<file path="src/rtl/awaiba_frame_packer.sv">
// Frame packer for the Awaiba sensor channel: turns the FIFO word stream into
// framed 16-bit pixel words (sof/eol/eof) and counts framing errors.
module awaiba_frame_packer #(
  parameter int LINE_LEN    = 250,
  parameter int FRAME_LINES = 250,
  parameter int CNT_W       = 9
) (
  input  logic        clk,
  input  logic        reset,
  input  logic        sync,
  input  logic [12:0] in_data,
  input  logic        in_valid,
  output logic        in_ready,
  output logic [15:0] out_data,
  output logic        out_valid,
  input  logic        out_ready,
  output logic        out_sof,
  output logic        out_eol,
  output logic        out_eof,
  output logic        busy,
  output logic        frame_err,
  output logic [7:0]  err_cnt
);

  localparam logic [1:0] IDLE     = 2'd0;
  localparam logic [1:0] WAIT_SOL = 2'd1;
  localparam logic [1:0] LINE     = 2'd2;

  localparam logic [CNT_W-1:0] LAST_PIX  = CNT_W'(LINE_LEN - 1);
  localparam logic [CNT_W-1:0] LAST_LINE = CNT_W'(FRAME_LINES - 1);

  logic [1:0]       state;
  logic [CNT_W-1:0] pix_cnt;
  logic [CNT_W-1:0] line_cnt;
  logic             first;

  logic slot_free;
  logic accept;
  logic marker;
  logic emit;
  logic err_event;
  logic last_pix;
  logic last_line;

  assign slot_free = !out_valid || out_ready;
  // IDLE always drains the FIFO; capture states only take a word when the output slot can hold it
  assign in_ready  = !reset && ((state == IDLE) || slot_free);
  assign accept    = in_valid && in_ready;
  assign marker    = in_data[12];
  assign last_pix  = (pix_cnt == LAST_PIX);
  assign last_line = (line_cnt == LAST_LINE);
  assign busy      = (state != IDLE);

  always_comb begin
    emit      = 1'b0;
    err_event = 1'b0;
    if (sync) begin
      err_event = (state == LINE) || ((state == WAIT_SOL) && (line_cnt != '0));
    end else if (accept) begin
      emit      = ((state == WAIT_SOL) && marker) || ((state == LINE) && !marker);
      err_event = (state == LINE) && marker;
    end
  end

  always_ff @(posedge clk) begin
    if (reset) begin
      state    <= IDLE;
      pix_cnt  <= '0;
      line_cnt <= '0;
      first    <= 1'b0;
    end else if (sync) begin
      state    <= WAIT_SOL;
      pix_cnt  <= '0;
      line_cnt <= '0;
      first    <= 1'b1;
    end else if (accept) begin
      case (state)
        WAIT_SOL: begin
          if (marker) begin
            first   <= 1'b0;
            pix_cnt <= CNT_W'(1);
            state   <= LINE;
          end
        end
        LINE: begin
          if (marker) begin
            state <= IDLE;
          end else if (last_pix) begin
            pix_cnt <= '0;
            if (last_line) begin
              state <= IDLE;
            end else begin
              line_cnt <= line_cnt + CNT_W'(1);
              state    <= WAIT_SOL;
            end
          end else begin
            pix_cnt <= pix_cnt + CNT_W'(1);
          end
        end
        default: ;
      endcase
    end
  end

  // Output register: a new word only loads when the slot is free, so holding is implicit
  always_ff @(posedge clk) begin
    if (reset) begin
      out_valid <= 1'b0;
      out_data  <= '0;
      out_sof   <= 1'b0;
      out_eol   <= 1'b0;
      out_eof   <= 1'b0;
    end else if (emit) begin
      out_valid <= 1'b1;
      out_data  <= {4'b0000, in_data[11:0]};
      out_sof   <= (state == WAIT_SOL) && first;
      out_eol   <= (state == LINE) && last_pix;
      out_eof   <= (state == LINE) && last_pix && last_line;
    end else if (out_valid && out_ready) begin
      out_valid <= 1'b0;
      out_sof   <= 1'b0;
      out_eol   <= 1'b0;
      out_eof   <= 1'b0;
    end
  end

  always_ff @(posedge clk) begin
    if (reset) begin
      frame_err <= 1'b0;
      err_cnt   <= '0;
    end else begin
      frame_err <= err_event;
      if (err_event && (err_cnt != 8'hFF)) begin
        err_cnt <= err_cnt + 8'd1;
      end
    end
  end

endmodule
</file>
<file path="config.mk">
export PLATFORM = sky130hd
export DESIGN_NAME = awaiba_frame_packer
export DESIGN_NICKNAME = d
export VERILOG_FILES = /design/src/rtl/awaiba_frame_packer.sv
export SDC_FILE = /design/constraint.sdc
export NUM_CORES = 1
export LEC_CHECK = 0
export BUFFER_PORTS_ARGS = -buffer_cell sky130_fd_sc_hd__buf_2
export CORE_MARGIN = 10
export CORE_UTILIZATION = 35
export CTS_CLUSTER_SIZE = 30
export DETAILED_ROUTE_END_ITERATION = 7
export GPL_ROUTABILITY_DRIVEN = 0
export HOLD_SLACK_MARGIN = 0.02
export SLEW_MARGIN = 0
export SYNTH_ARGS = -nofsm -noshare
export SYNTH_HDL_FRONTEND = slang
export SYNTH_SLANG_ARGS = --single-unit
</file>
<file path="constraint.sdc">
create_clock -name clk -period 5.8 [get_ports clk]
set_input_delay 1.16 -clock clk [delete_from_list [all_inputs] [get_ports clk]]
set_output_delay 1.16 -clock clk [all_outputs]
set_load 0.01 [all_outputs]
</file>
# Word level (Yosys, flattened, before mapping)
# Cells that the tools add are included.
# totals
ff_bits	46
latch_bits	0
ramBits	0
mem_bits_ro	0
inputBits	18
mem_count	0
# classes
addsub	3
n_mul	0
div	0
magnitude_cmp	0
n_eq_ne	10
shift	0
muxes	24
bitwise_logic	2
n_reduce_logical	33
# ops
operator	count
9-bit 2-to-1 mux	3
9-bit by 1-bit adder with 9-bit output (second input constant)	2
9-bit by 8-bit equality test with 1-bit output (second input constant)	2
9-bit case mux with 2 select lines	1
1-bit 2-to-1 mux	16
4-bit AND reduction	3
2-bit nonzero test	6
1-bit logical AND	11
9-bit nonzero test	1
8-bit by 1-bit adder with 8-bit output (second input constant)	1
8-bit inequality test (second input constant)	1
2-bit 2-to-1 mux	3
3-bit inequality test (second input constant)	2
5-bit AND reduction	1
1-bit logical OR	4
2-bit inequality test (second input constant)	2
4-bit inequality test (second input constant)	1
2-bit case mux with 2 select lines	1
1-bit logical NOT	3
3-bit AND reduction	1
3-bit nonzero test	1
2-bit by 1-bit equality test with 1-bit output (second input constant)	1
2-bit equality test (second input constant)	1
2-bit logical NOT	1
other kinds (2)	3

# Depth between registers and ports, before layout
# logic_depth
ltp_word	8
ltp_mapped	8
ltp_nobuf	7

# Least setup slack after synthesis
# OpenSTA, ideal clock, no wires.
# synth_timing
path_kind	in2out
startpoint	in reset
endpoint	out in_ready
arrival_ns	1.829
required_ns	4.640
path_slack_ns	2.811
cell_stages	3
cell_sequence	clkbuf_1 clkbuf_1 nor2_1
# synth_between
elab_chain_cells	2
# synth_lines
item	line_no	text
start, declared	9	input logic reset,
1-bit logical NOT	47	assign in_ready = !reset && ((state == IDLE) || slot_free);
1-bit logical AND	47	
end, declared	13	output logic in_ready,
# Every way passes these cells.

# Worst setup path in the final report
# layout_timing
startpoint	in reset
endpoint	reg out_eof
# layout_between
elab_chain_cells	6
word_cells_on_any_way	7
# layout_lines
item	line_no	text
1-bit logical NOT	47	
1-bit logical AND	47	
1-bit logical AND	48	assign accept = in_valid && in_ready;
1-bit 2-to-1 mux	59	end else if (accept) begin
1-bit 2-to-1 mux	57	if (sync) begin
1-bit 2-to-1 mux or 2-bit nonzero test (tied branches)	-	
end signal, assigned	118	out_eof <= (state == LINE) && last_pix && last_line;
end, declared	19	output logic out_eof,
# Several ways; a longest one is shown, not always the timed one.
# A chain may end at the register's enable or synchronous reset.

==> metrics.txt <==
status=finished, final reports clean; Tmin final=3.262 ns; die footprint=0.009999 sq mm; Post-synth EDFFs=0; crit path max-delay cell type=nor2_1; initial antenna violation count=0; Hold Vio Cnt, Final=0; CP Launch Point=reset; Worst Setup End Kind=flop; post-route cell area=0.002569 sq mm; Post-Place Cell Area=0.002459 sq mm; Worst Hold Class=flop to flop; Root Buffer=clkbuf_8; Required @ worst endpoint=6.03 ns; drt first pass iters=4; Tot Pwr=about 0.6 mW; reg2reg start=state[1]; Routed Antenna Nets=0; Initial Util=35.68%; First DRT Iteration DRCs=121; CTS tree=yes; Slew @ Worst Pin=0.9407 ns; setup skew after layout=slightly above 0.007 ns; WL met2=2.457 mm; number of library cell types mapped by synthesis=44; Layout Utilization=40.92%; Core Area=around 0.0063 sq mm; period utilization=56.23%; num rows=29; Netlist Area Pre-Place=0.002240 sq mm; clk buf depth=2; layout cells sized above 1=18.85%; fin. max-slew vios=0; most frequent cells in the layout=dfxtp_1, buf_2, nor2_1, nand2_1, a21oi_1; Place WS=2.246 ns; area grow syn2layout=14.69%; fmax=306.6 MHz; fill count=640; Setup WS post-layout=2.538 ns; Antenna Cells=0; most common cell after layout, fill and taps aside=dfxtp_1; CP arrival=between 3 and 4 ns; Post-CTS Setup Bufs=0; startpoint types=input port; DR vias/cell=5.005; Ys Warns=0; Synth Register Bits=46; Post-synth ARST share=0%; DRC viols=0; via count=1952; routed wire length=5.259 mm; Sink Count=46; met1 WL=2.490 mm; Max IR drop VDD=0.1203 mV; Post-synth top flop=dfxtp_1; worst relative slew slack=a little under two fifths; pin count of the biggest net entering global routing=33; crit-path cells=buf_2, and2b_2, o221ai_1, nor2_1, nand4_1, a21oi_1; CP max FO=32; pwr dens=228.8 mW/mm^2; Final nets=336; TritonCTS Buffers=5; CTS H-tree depth=2; Top Metal Used=met4; crit path kind=input port to flop; Pleak=0.9291 nW; sequential fraction of the synthesis area=41.12%; slowest stage delay, CP=0.87 ns; endpoints failing setup=0; cts hold-fix bufs=0; maxcap violations=0; die span in x=100.0 um; cts repair resizes=0; TNS Setup=0 ns; Tot GR Track Use=10.57%; first-pass GRT wire length=around 9.0 mm; vias in the first global route=1936; port bufs=44; met3 wire length=~230 um; worst hold path startpoint=out_data[9]; clock insertion delay at the later pin of the skew report=0.30 ns; synthesized area per cell=a little over 8 sq um; clock transition at the registers of the reported paths=around 0.09 ns; unrepaired setup endpoints after global routing=no; DP HPWL=3.900 mm; global route overflow=0; wire length per cell=between 10 and 15 um; Die Y=100.0 um; # IOs=49; Post-Syn Instances=276
[per-stage QoR]
step | hold WS (ns) | instances
after floorplan | 0.4440 | 279
after global placement | 0.4397 | 382
after detailed placement | 0.4478 | 382
after CTS | 0.4605 | 390
after global routing | 0.4780 | 390
final | 0.4553 | 390
[area by class of cell]
| class | instances | area (sq um) | share of cell area (%) |
|---|---|---|---|
| Clock buffer | 6 | 72.57 | 2.825 |
| Tap cell | 77 | 96.34 | 3.751 |
| Timing Repair Buffer | 44 | 220.2 | 8.573 |
| Multi-Input combinational cell | 204 | 1180 | 45.93 |
| Inverter | 11 | 41.29 | 1.607 |
| Clock inverter | 2 | 37.54 | 1.461 |
| Sequential cell | 46 | 920.9 | 35.85 |
[final timing paths]
path	to	slack, ns	cells after the start
setup / recovery	out_eof	2.54	6
hold reg to reg	out_data[9]	0.46	2
hold / removal	out_data[9]	0.46	2
setup reg to reg	out_eof	3.02	5
[synthesized netlist by cell type (2+ instances only)]
cell | number | area (sq um)
dfxtp_1 | 46 | 920.9
nand2_1 | 35 | 131.4
nor2_1 | 35 | 131.4
a21oi_1 | 25 | 125.1
nand3_1 | 15 | 75.07
xnor2_1 | 13 | 113.9
clkbuf_1 | 11 | 41.29
inv_1 | 11 | 41.29
nor3_1 | 10 | 50.05
o21ai_0 | 10 | 50.05
ha_1 | 6 | 75.07
or3_1 | 6 | 37.54
nand4_1 | 5 | 31.28
nor4_1 | 5 | 31.28
buf_4 | 4 | 30.03
nand2b_1 | 3 | 18.77
nor2b_1 | 3 | 18.77
and3b_1 | 2 | 17.52
buf_6 | 2 | 22.52
mux2i_1 | 2 | 20.02
o41ai_1 | 2 | 17.52
or2_2 | 2 | 12.51
or4_1 | 2 | 15.01
[critical path: cells and delay by family]
kind | cells | cell delay, ns
simple gates | 3 | 1.44
compound gates | 2 | 0.59
buf+inv | 1 | 0.29
[layer usage]
| metal | track usage, % | vias up |
|---|---|---|
| met5 | 0 | - |
| met3 | 2.953 | 7 |
| li1 | - | 1006 |
| met4 | 4.239 | 0 |
| met1 | 13.03 | 902 |
| met2 | 16.97 | 37 |
[registers in the layout (all words and copies together), names as in the netlist]
signal and count:
err_cnt 8, first 1, frame_err 1, line_cnt 9
out_data 12, out_eof 1, out_eol 1, out_sof 1
out_valid 1, pix_cnt 9, state 2
[power breakdown]
part	switching (mW)	leakage, nW	internal, mW
Combinational	0.0185	0.506	0.0108
Clock	0.109	0.0514	0.129
Sequential	0.00296	0.371	0.318
Total	0.131	0.929	0.457
[cell families (layout without fill, tap and decap cells)]
logic type	count (synthesis)	count (layout)	synth area share (%)
AOI/OAI and AO/OA	47	47	13.07
buffers and inverters	29	63	6.704
DFF	46	46	41.12
muxes	2	2	0.8939
adders and majority gates	6	6	3.352
other	1	4	0.1674
and+or+nand+nor	131	131	29.22
xor gates and xnor gates	14	14	5.475
Power figures use the tool's default switching activity.
